`config.mk`:
```
export PLATFORM = sky130hd
export DESIGN_NAME = rr_arbiter_4
export DESIGN_NICKNAME = d
export VERILOG_FILES = /design/src/rtl/rr_arbiter_4.sv
export SDC_FILE = /design/constraint.sdc
export NUM_CORES = 1
export LEC_CHECK = 0
export ABC_AREA = 1
export BUFFER_PORTS_ARGS = -buffer_cell sky130_fd_sc_hd__buf_2
export CAP_MARGIN = 15
export CORE_MARGIN = 2
export CORE_UTILIZATION = 54
export DETAILED_ROUTE_END_ITERATION = 8
export GPL_ROUTABILITY_DRIVEN = 0
export HOLD_SLACK_MARGIN = 0.1
export MAX_ROUTING_LAYER = met4
export PLACE_DENSITY = 0.89
export SYNTH_ARGS = -nofsm -noshare
export SYNTH_HDL_FRONTEND = slang
export SYNTH_SLANG_ARGS = --single-unit
```
`constraint.sdc`:
```
create_clock -name clk -period 1.6 [get_ports clk]
set_input_delay 0.24 -clock clk [delete_from_list [all_inputs] [get_ports clk]]
set_output_delay 0.24 -clock clk [all_outputs]
set_load 0.02 [all_outputs]
```
`src/rtl/rr_arbiter_4.sv`:
```
// Four-way round-robin arbiter: grants one cycle after request, holds until done/req drop/en low/MAX_HOLD.
// Outputs come straight from flops; a one-cycle idle gap always separates consecutive grants.
module rr_arbiter_4 #(
  parameter int unsigned MAX_HOLD = 16,
  parameter int unsigned HOLD_W   = 5
) (
  input  logic       clk,
  input  logic       rst,
  input  logic       en,
  input  logic [3:0] req,
  input  logic       done,
  output logic [3:0] gnt,
  output logic [1:0] gnt_idx,
  output logic       gnt_vld,
  output logic       timeout
);

  typedef enum logic {
    IDLE  = 1'b0,
    GRANT = 1'b1
  } state_t;

  localparam logic [HOLD_W-1:0] MAX_HOLD_C = HOLD_W'(MAX_HOLD);
  localparam bit                TO_EN      = (MAX_HOLD != 0);

  state_t            state_q, state_d;
  logic [1:0]        ptr_q, ptr_d;
  logic [1:0]        gnt_idx_q, gnt_idx_d;
  logic              gnt_vld_q, gnt_vld_d;
  logic [HOLD_W-1:0] cnt_q, cnt_d;
  logic              timeout_q, timeout_d;

  logic [1:0]        pick_idx;
  logic              pick_any;
  logic [1:0]        cand;
  logic              hold_expired;

  // Walk from the farthest offset down so the one closest to ptr wins.
  always_comb begin
    pick_idx = 2'd0;
    pick_any = 1'b0;
    cand     = 2'd0;
    for (int i = 3; i >= 0; i--) begin
      cand = ptr_q + 2'(i);
      if (req[cand]) begin
        pick_idx = cand;
        pick_any = 1'b1;
      end
    end
  end

  assign hold_expired = TO_EN && (cnt_q == MAX_HOLD_C);

  always_comb begin
    state_d   = state_q;
    ptr_d     = ptr_q;
    gnt_idx_d = gnt_idx_q;
    gnt_vld_d = gnt_vld_q;
    cnt_d     = cnt_q;
    timeout_d = 1'b0;
    case (state_q)
      IDLE: begin
        gnt_vld_d = 1'b0;
        if (en && pick_any) begin
          gnt_idx_d = pick_idx;
          gnt_vld_d = 1'b1;
          cnt_d     = HOLD_W'(1);
          state_d   = GRANT;
        end
      end
      GRANT: begin
        if (!en || done || !req[gnt_idx_q] || hold_expired) begin
          // Only a pure hold expiry counts as a forced release.
          timeout_d = en && !done && req[gnt_idx_q];
          gnt_vld_d = 1'b0;
          ptr_d     = gnt_idx_q + 2'd1;
          cnt_d     = '0;
          state_d   = IDLE;
        end else begin
          cnt_d = cnt_q + HOLD_W'(1);
        end
      end
      default: begin
        state_d   = IDLE;
        gnt_vld_d = 1'b0;
        cnt_d     = '0;
      end
    endcase
  end

  always_ff @(posedge clk or posedge rst) begin
    if (rst) begin
      state_q   <= IDLE;
      ptr_q     <= 2'd0;
      gnt_idx_q <= 2'd0;
      gnt_vld_q <= 1'b0;
      cnt_q     <= '0;
      timeout_q <= 1'b0;
    end else begin
      state_q   <= state_d;
      ptr_q     <= ptr_d;
      gnt_idx_q <= gnt_idx_d;
      gnt_vld_q <= gnt_vld_d;
      cnt_q     <= cnt_d;
      timeout_q <= timeout_d;
    end
  end

  always_comb begin
    gnt = 4'b0000;
    if (gnt_vld_q) gnt[gnt_idx_q] = 1'b1;
  end

  assign gnt_idx = gnt_idx_q;
  assign gnt_vld = gnt_vld_q;
  assign timeout = timeout_q;

endmodule

```
# Word-level counts from Yosys, hierarchy flattened
# Cells that the tools add are included.
[word_totals]
regBits = 12
latch_bits = 0
ram_bits = 0
romBits = 0
input_bits = 8
output_inout_bits = 8
n_memories = 0
[op_classes]
addsub = 5
multipliers = 0
n_div = 0
magnitude_cmp = 6
n_eq_ne = 3
n_shift = 0
muxes = 31
n_bitwise = 1
n_reduce_logical = 12
[op_table]
columns = ["cell", "count"]
rows = [
  ["$lt A2 B3 Y1 const B", 5],
  ["$mux W1", 15],
  ["$bmux W1 S2", 5],
  ["$mux W5", 2],
  ["$pmux W5 S2", 1],
  ["$mux W2", 4],
  ["$add A5 B1 Y5 const B", 1],
  ["$eq A5 B5 Y1 const B", 1],
  ["$add A2 B1 Y2 const B", 2],
  ["$add A2 B2 Y2 const B", 2],
  ["$logic_and A1 B1 Y1", 4],
  ["$mux W4", 1],
  ["$pmux W1 S2", 2],
  ["$reduce_and A2 Y1", 2],
  ["$logic_not A1 Y1", 3],
  ["$logic_or A1 B1 Y1", 3],
  ["$demux W1 S2", 1],
  ["$ge A2 B1 Y1 const B", 1],
  ["$ne A2 B1 Y1 const B", 1],
  ["$ne A2 B2 Y1 const B", 1],
  ["$not A1 Y1", 1],
]

# Depth between registers and ports, before layout
# Gate-level depths: netlist of run 1.
[logic_depth]
ltp_word = 10
ltp_mapped = 13
ltp_nobuf = 12

# Worst setup path after synthesis of run 1
# No wires, ideal clock.
[synth_path]
kind = "flip-flop to flip-flop"
startpoint = "register gnt_idx_q[0], in the netlist gnt_idx[0]"
endpoint = "register cnt_q[0]"
setup_time_ns = 0.065
arrival_ns = 1.287
required_ns = 1.535
slack_ns = 0.248
stages_incl_launch_ff = 8
synth_period_minus_slack_ns = 1.352
path_cell_list = "dfrtp_1 > a21oi_1 > o21ai_0 > nand2_1 > nand3_1 > nor2_1 > o21ai_0 > nand2_1"
[synth_via]
elab_chain_cells = 7
[synth_rtl]
columns = ["element", "line", "text"]
rows = [
  ["start: declaration", "28", "logic [1:0] gnt_idx_q, gnt_idx_d;"],
  ["start signal: assignment", "102", "gnt_idx_q <= gnt_idx_d;"],
  ["$bmux W1 S2", "72", "if (!en || done || !req[gnt_idx_q] || hold_expired) begin"],
  ["$mux W1 (implied by the code)", "72", ""],
  ["$logic_not A1 Y1", "72", ""],
  ["$logic_or A1 B1 Y1 (2 in a row)", "72", ""],
  ["$mux W5", "72", ""],
  ["$pmux W5 S2", "61", "case (state_q)"],
  ["end signal: assignment", "104", "cnt_q <= cnt_d;"],
  ["end: declaration", "30", "logic [HOLD_W-1:0] cnt_q, cnt_d;"],
]
# Every way passes these cells. The select of a mux whose other input is x is not followed.
# A chain may end at the register's enable or synchronous reset.

# Worst setup path after layout of run 1
[layout_path]
startpoint = "register gnt_idx_q[0], in the netlist gnt_idx[0]"
endpoint = "output port gnt[0]"
[layout_via]
elab_chain_cells = 5
elab_cells_between_ends = 6
classes_between = "2 x order compare; 3 x mux; 1 x reduce/logical"
[layout_rtl]
columns = ["element", "line", "text"]
rows = [
  ["$lt A2 B3 Y1 (implied by the code) / $ge A2 B1 Y1 (equally long branches)", "111", "if (gnt_vld_q) gnt[gnt_idx_q] = 1'b1;"],
  ["$logic_and A1 B1 Y1 (implied by the code)", "111", ""],
  ["$mux W1 (implied by the code)", "111", ""],
  ["$demux W1 S2 (*)", "111", ""],
  ["$mux W4 (*)", "111", ""],
  ["end: declaration", "12", "output logic [3:0] gnt,"],
]
# Mark *: on every way between the ends. The rest lies on a longest branch, timed or not.

==> results by group, run 1 <==
Drt
  • Wire length per cell: between 10 and 15 um
  • Detailed Route WL: 1.955 mm
  • Post-route DRC: 0
  • Vias per Instance: ~5.1
  • Drt first pass iters: 4
  • Initial DRC count: 24
  • Final ANT Viol Nets: 0
  • Vias: slightly below 900

Floorplan
  • DIE WIDTH: approximately 45 um
  • Io pins: 16
  • Initial core utilization: between 50 and 60%
  • Core area: about 0.0015 sq mm
  • Rows: 14
  • Die height: between 40 and 50 um
  • Die area: 0.002026 sq mm

Power and ir drop
  • Pwr dens: ~1700 mW/mm^2
  • Leak pwr: ~0.63 nW
  • Max VDD drop: 0.9194 mV

Logic synthesis
  • FF+latch count, synth: 12
  • YS warnings: 0
  • Gate Count Post-Synth: between 100 and 150
  • Synth top area cells: dfrtp_1, nand2_1, ha_1
  • Sequential area share after synthesis: between 30 and 40%
  • Net Count, Synth: ~150
  • Synthesized area per cell: 6.630 sq um
  • Area share of the largest cell type after synthesis: 33.06%
  • Post-synth cell types: 18
  • Yosys top cell by area: dfrtp_1
  • Cell Area, Synth: slightly above 900 sq um

Place
  • Pre-CTS WS: between 0.1 and 0.15 ns
  • Post-DP Area: approximately 1000 sq um
  • DP HPWL: roughly 1.4 mm
  • PortBufs: 15

Clock tree
  • Clk_lat worst skew: approximately 0.27 ns
  • CTS tree: done
  • Clock tree buffer depth: 2
  • Clk sinks: 12
  • CTS H-tree lvls: 1
  • CTS Buf Count: 3
  • Clock transition at path regs: roughly 0.080 ns
  • Root buf cell: clkbuf_4

Hold path
  • Hold Path End: timeout$_DFF_PP0_
  • Hold path start: done
  • Worst hold path stage count: 4
  • Hold Path Class: primary input to flip-flop

Setup path
  • R2r startpoint: cnt_q[0]$_DFFE_PP0P_
  • Setup crit start kind: flip-flop
  • Flop2flop setup slack: ~0.15 ns
  • Worst Setup End Kind: output port
  • Register-to-Register Path Depth: 7
  • CP Class: flip-flop to output port
  • Critical Path RT: roughly 1.4 ns
  • Crit path arrival time: 1.29 ns
  • R2R Path End: cnt_q[1]$_DFFE_PP0P_
  • CP max FO: 6

Flow run
  • Max-cap violations: 0

Timing
  • Setup TNS: 0 ns
  • Unrepaired setup endpoints after global routing: false
  • Slew at the pin with the worst max-slew slack: 0.4461 ns
  • Slew headroom: 70.23%
  • Fin crit share: a little over nine tenths
  • # setup viols final: 0
  • Final hold vios: 0
  • Worst Clk Skew: 0.007376 ns
  • Max Transition Viols Final: 0
  • Fin crit period: 1.528 ns
  • Final worst slack: slightly above 0.07 ns
  • Fmax achieved: about 650 MHz

Global route
  • Gr usage total: about a fifth
  • Initial antenna violation count: 0
  • First-pass GRT wire length: 3.125 mm
  • Largest net degree at the start of global routing: 13
  • Vias in the first global route: about 760
  • Total gr overflow: 0

Cells and area
  • Share of cells above drive strength 1: between 20% and 30%
  • Fillers: 130
  • Area Overhead vs Synth: 15.57%
  • Fin area: between 0.001 and 0.0015 sq mm
  • Antenna Cells: 0
  • Final layout net count: about 170

Outcome
  • Status: completed
[registers in the layout (all words and copies together), names as in the netlist]
signal / cells
gnt_idx: 2
cnt_q: 5
state_q: 1
ptr_q: 2
gnt_vld: 1
timeout: 1
[how the worst max path moves through the flow]
stage / startpoint / end / depth (start not counted)
after floorplan: gnt_idx[0]$_DFFE_PP0P_ / cnt_q[0]$_DFFE_PP0P_ / 7
after global placement: ptr_q[0]$_DFFE_PP0P_ / state_q$_DFF_PP0_ / 11
after detailed placement: ptr_q[0]$_DFFE_PP0P_ / state_q$_DFF_PP0_ / 11
after CTS: gnt_idx[0]$_DFFE_PP0P_ / gnt[0] / 6
after global routing: gnt_idx[0]$_DFFE_PP0P_ / gnt[0] / 6
final: gnt_idx[0]$_DFFE_PP0P_ / gnt[0] / 6
[synth_stat cells]
cell	number
a21oi_1	2
and2_1	2
buf_6	1
dfrtp_1	12
ha_1	6
inv_1	18
inv_2	3
inv_4	1
nand2_1	50
nand2_2	8
nand3_1	13
nand3b_1	1
nor2_1	9
nor2_2	1
o211ai_1	1
o21ai_0	4
o21ai_1	2
xor2_1	3
[cells by family (layout without fill, tap and decap cells)]
group,count (synthesis),in the layout,synth area share [%]
flops,12,12,33.06
xor+xnor,3,3,2.893
buf+inv,23,42,10.61
fa+ha+maj,6,6,8.264
simple gates,84,84,39.95
compound gates,9,9,5.235
[layout by cell type, fill, tap and decap left out, types with 4 or more instances in the layout]
cell / n
ha_1: 5
nand3_1: 13
o21ai_0: 4
inv_2: 5
nand2_2: 8
inv_1: 16
nand2_1: 50
nor2_1: 8
buf_2: 14
dfrtp_1: 10
[layer usage]
layer  track usage [%]  share of wire (%)  vias to the layer above
met2             35.71                 51                       14
met4             3.529               0.20                        0
met5                 -                  0                        -
met1             28.06                 45                      403
li1                  -                  -                      454
met3             2.400                3.1                        2
[where the power goes]
| part | switching, mW | total (mW) | leakage, nW | internal, mW |
|---|---|---|---|---|
| clock network | 0.0971 | 0.184 | 0.0138 | 0.0869 |
| logic | 0.672 | 1.05 | 0.462 | 0.381 |
| registers | 0.143 | 0.539 | 0.151 | 0.395 |
[metrics by stage]
stage / cells / power, mW / hold slack, ns / util, %
global placement: 168 / 1.493 / 0.2604 / 64.85
CTS: 172 / 1.718 / 0.2424 / 66.96
detailed placement: 168 / 1.535 / 0.2648 / 64.85
global route: 172 / 1.952 / 0.2769 / 68.10
finish: 172 / 1.775 / 0.2351 / 68.10
floorplan: 137 / 1.301 / 0.1047 / -
[what timing repair did]
item / CTS / global route
setup buffers: 0 / 0
endpoints found under the hold margin: 12 / 0
setup endpoints to repair: 0 / 9
resized for setup: 0 / 9
hold buffers: 1 / 0
[area by class of cell]
| cell class | instances | area (sq um) | share of cell area [%] |
|---|---|---|---|
| multi-input combinational | 102 | 516.7 | 49.23 |
| sequential | 12 | 302.8 | 28.84 |
| timing repair buffer | 17 | 102.6 | 9.773 |
| inverter | 22 | 85.08 | 8.105 |
| clock buffer | 3 | 22.52 | 2.145 |
| tap | 16 | 20.02 | 1.907 |
[critical path: stages (launching register included)]
cell and delay, ns:
dfrtp_2 0.44, buf_6 0.14, inv_2 0.06, ha_1 0.14, nand2_1 0.05, inv_1 0.05, buf_2 0.15
(Power assumes the default switching activity.)
==> run 2: changes to the inputs <==
==> constraint.sdc (replaced) <==
create_clock -name clk -period 1.6 [get_ports clk]
set_input_delay 0.24 -clock clk [delete_from_list [all_inputs] [get_ports clk]]
set_output_delay 0.24 -clock clk [all_outputs]
set_load 0.005 [all_outputs]
==> results by group, run 2 (same netlist as run 1, synthesis figures left out) <==
Hold path
  • Hold Path End: timeout$_DFF_PP0_
  • Worst hold path stage count: 4
  • Hold Path Class: primary input to flip-flop
  • Hold path start: done

Setup path
  • CP Class: flip-flop to output port
  • CP max FO: 6
  • Register-to-Register Path Depth: 7
  • Flop2flop setup slack: ~0.16 ns
  • Critical Path Source: gnt_idx[0]$_DFFE_PP0P_
  • Crit path arrival time: about 1.2 ns
  • Setup crit start kind: flip-flop
  • Critical Path RT: ~1.4 ns
  • R2R Path End: cnt_q[1]$_DFFE_PP0P_
  • Worst Setup End Kind: output port
  • R2r startpoint: cnt_q[0]$_DFFE_PP0P_

Power and ir drop
  • Power consumption: 1.687 mW
  • Seq pwr share: approximately a third
  • Pwr dens: 1616 mW/mm^2
  • Leak pwr: between 0.6 and 0.7 nW
  • Internal Power: around 850 uW
  • Switching power total: 836.3 uW
  • Max VDD drop: between 0.8 and 0.9 mV
  • Sw Ratio: between 40% and 50%
  • Combinational share of power: 57.2%
  • Clk pwr share: 10.7%

Floorplan
  • Initial core utilization: about three fifths
  • Die area: ~0.0020 sq mm
  • Die height: approximately 45 um
  • DIE WIDTH: about 45 um
  • Io pins: 16
  • Core area: 0.001541 sq mm
  • Rows: 14

Clock tree
  • Clk_lat worst skew: around 0.27 ns
  • CTS tree: done
  • CTS H-tree lvls: 1
  • Clock transition at path regs: 0.07 ns
  • CTS Buf Count: 3
  • Root buf cell: clkbuf_4
  • Clock tree buffer depth: 2
  • Clk sinks: 12

Flow run
  • Max-cap violations: 0

Timing
  • Unrepaired setup endpoints after global routing: false
  • Slew headroom: between 70 and 80%
  • # setup viols final: 0
  • Slew at the pin with the worst max-slew slack: 0.4493 ns
  • Final hold vios: 0
  • Fmax achieved: 675.5 MHz
  • Hold Slack: 0.2386 ns
  • Fin crit period: ~1.5 ns
  • Setup TNS: 0 ns
  • Max Transition Viols Final: 0
  • Worst Clk Skew: about 0.0053 ns
  • Fin crit share: about 90%

Global route
  • GR peak layer: met2
  • Initial antenna violation count: 0
  • M2 GR Usage: between 30% and 40%
  • Largest net degree at the start of global routing: 13
  • Vias in the first global route: 758
  • Grt met3 use: under 10%
  • Gr usage total: around a fifth
  • Total gr overflow: 0
  • First-pass GRT wire length: between 3 and 4 mm
  • Met1 usage: 28.06%

Drt
  • Vias per Instance: 5.099
  • Wire length per cell: about 11 um
  • Vias: about 880
  • Post-route DRC: 0
  • Final ANT Viol Nets: 0
  • Drt first pass iters: 4
  • Initial DRC count: 29
  • Detailed Route WL: between 1.5 and 2 mm

Cells and area
  • Non-filler cells, final: ~170
  • Antenna Cells: 0
  • Area Overhead vs Synth: 14.88%
  • Share of cells above drive strength 1: 23.72%
  • Max reg flops: 5
  • Final layout net count: around 170
  • Largest Register: cnt_q
  • Final core utilization: slightly below 70%
  • Most frequent cells in the layout: nand2_1, inv_1, buf_2
  • Commonest non-fill, non-tap cell in the layout: nand2_1

Place
  • PortBufs: 15
  • Placed Instances: around 170
  • DP HPWL: between 1 and 1.5 mm

Outcome
  • Status: completed
[run 2: cell count changes in the layout (fill, tap and decap cells not counted)]
cell / before / now
buf_2: 14 / 15
buf_6: 2 / 1
inv_1: 16 / 17
inv_2: 5 / 4
[run 2: worst max-delay path by stage]
stage	to	slack [ns]
floorplan	gnt_idx[0]$_DFFE_PP0P_	0.32
global placement	state_q$_DFF_PP0_	0.18
detailed placement	state_q$_DFF_PP0_	0.14
CTS	gnt[0]	0.06
global route	cnt_q[1]$_DFFE_PP0P_	0.004
finish	gnt[1]	0.12
[run 2: routing by layer]
| layer | vias to the layer above | share of wire [%] |
|---|---|---|
| li1 | 455 | - |
| met1 | 400 | 45 |
| met2 | 19 | 51 |
| met3 | 3 | 3.1 |
| met4 | 0 | 0.42 |
| met5 | - | 0 |
[run 2: area by class of cell]
| cell class | instances | area [sq um] |
|---|---|---|
| Clock buffer | 3 | 22.52 |
| Fill cell | 133 | 498.0 |
| Inverter | 22 | 85.08 |
| Multi-Input combinational cell | 102 | 516.7 |
| Sequential cell | 12 | 302.8 |
| Tap cell | 16 | 20.02 |
| Timing Repair Buffer | 17 | 96.34 |
[run 2: what timing repair did]
item	in CTS	in global routing
hold buffers	1	0
resized for setup	0	6
endpoints found under the hold margin	12	0
buffers inserted	0	0
setup endpoints to repair	0	8
[run 2: power by group through the flow]
| stage | Clock, mW | Combinational, mW | Sequential [mW] |
|---|---|---|---|
| 4_1_cts | 0.179 | 0.941 | 0.529 |
| 3_5_place_dp | 0 | 0.930 | 0.536 |
| 3_3_place_gp | 0 | 0.895 | 0.529 |
| 6_report | 0.181 | 0.965 | 0.541 |
| 2_1_floorplan | 0 | 0.736 | 0.498 |
| 5_1_grt | 0.196 | 1.10 | 0.558 |
[run 2: critical path, cell delays in order (launching register included)]
cell	delay, ns
dfrtp_2	0.44
buf_6	0.14
ha_1	0.19
nand2_1	0.07
inv_1	0.03
buf_2	0.11
[run 2: through the flow]
stage | worst slack [ns] | cell area (sq um)
after floorplan | 0.3184 | 908.4
after global placement | 0.1818 | 999.7
after detailed placement | 0.1391 | 999.7
after CTS | 0.06495 | 1032
after global routing | 0.004147 | 1044
final | 0.1196 | 1044
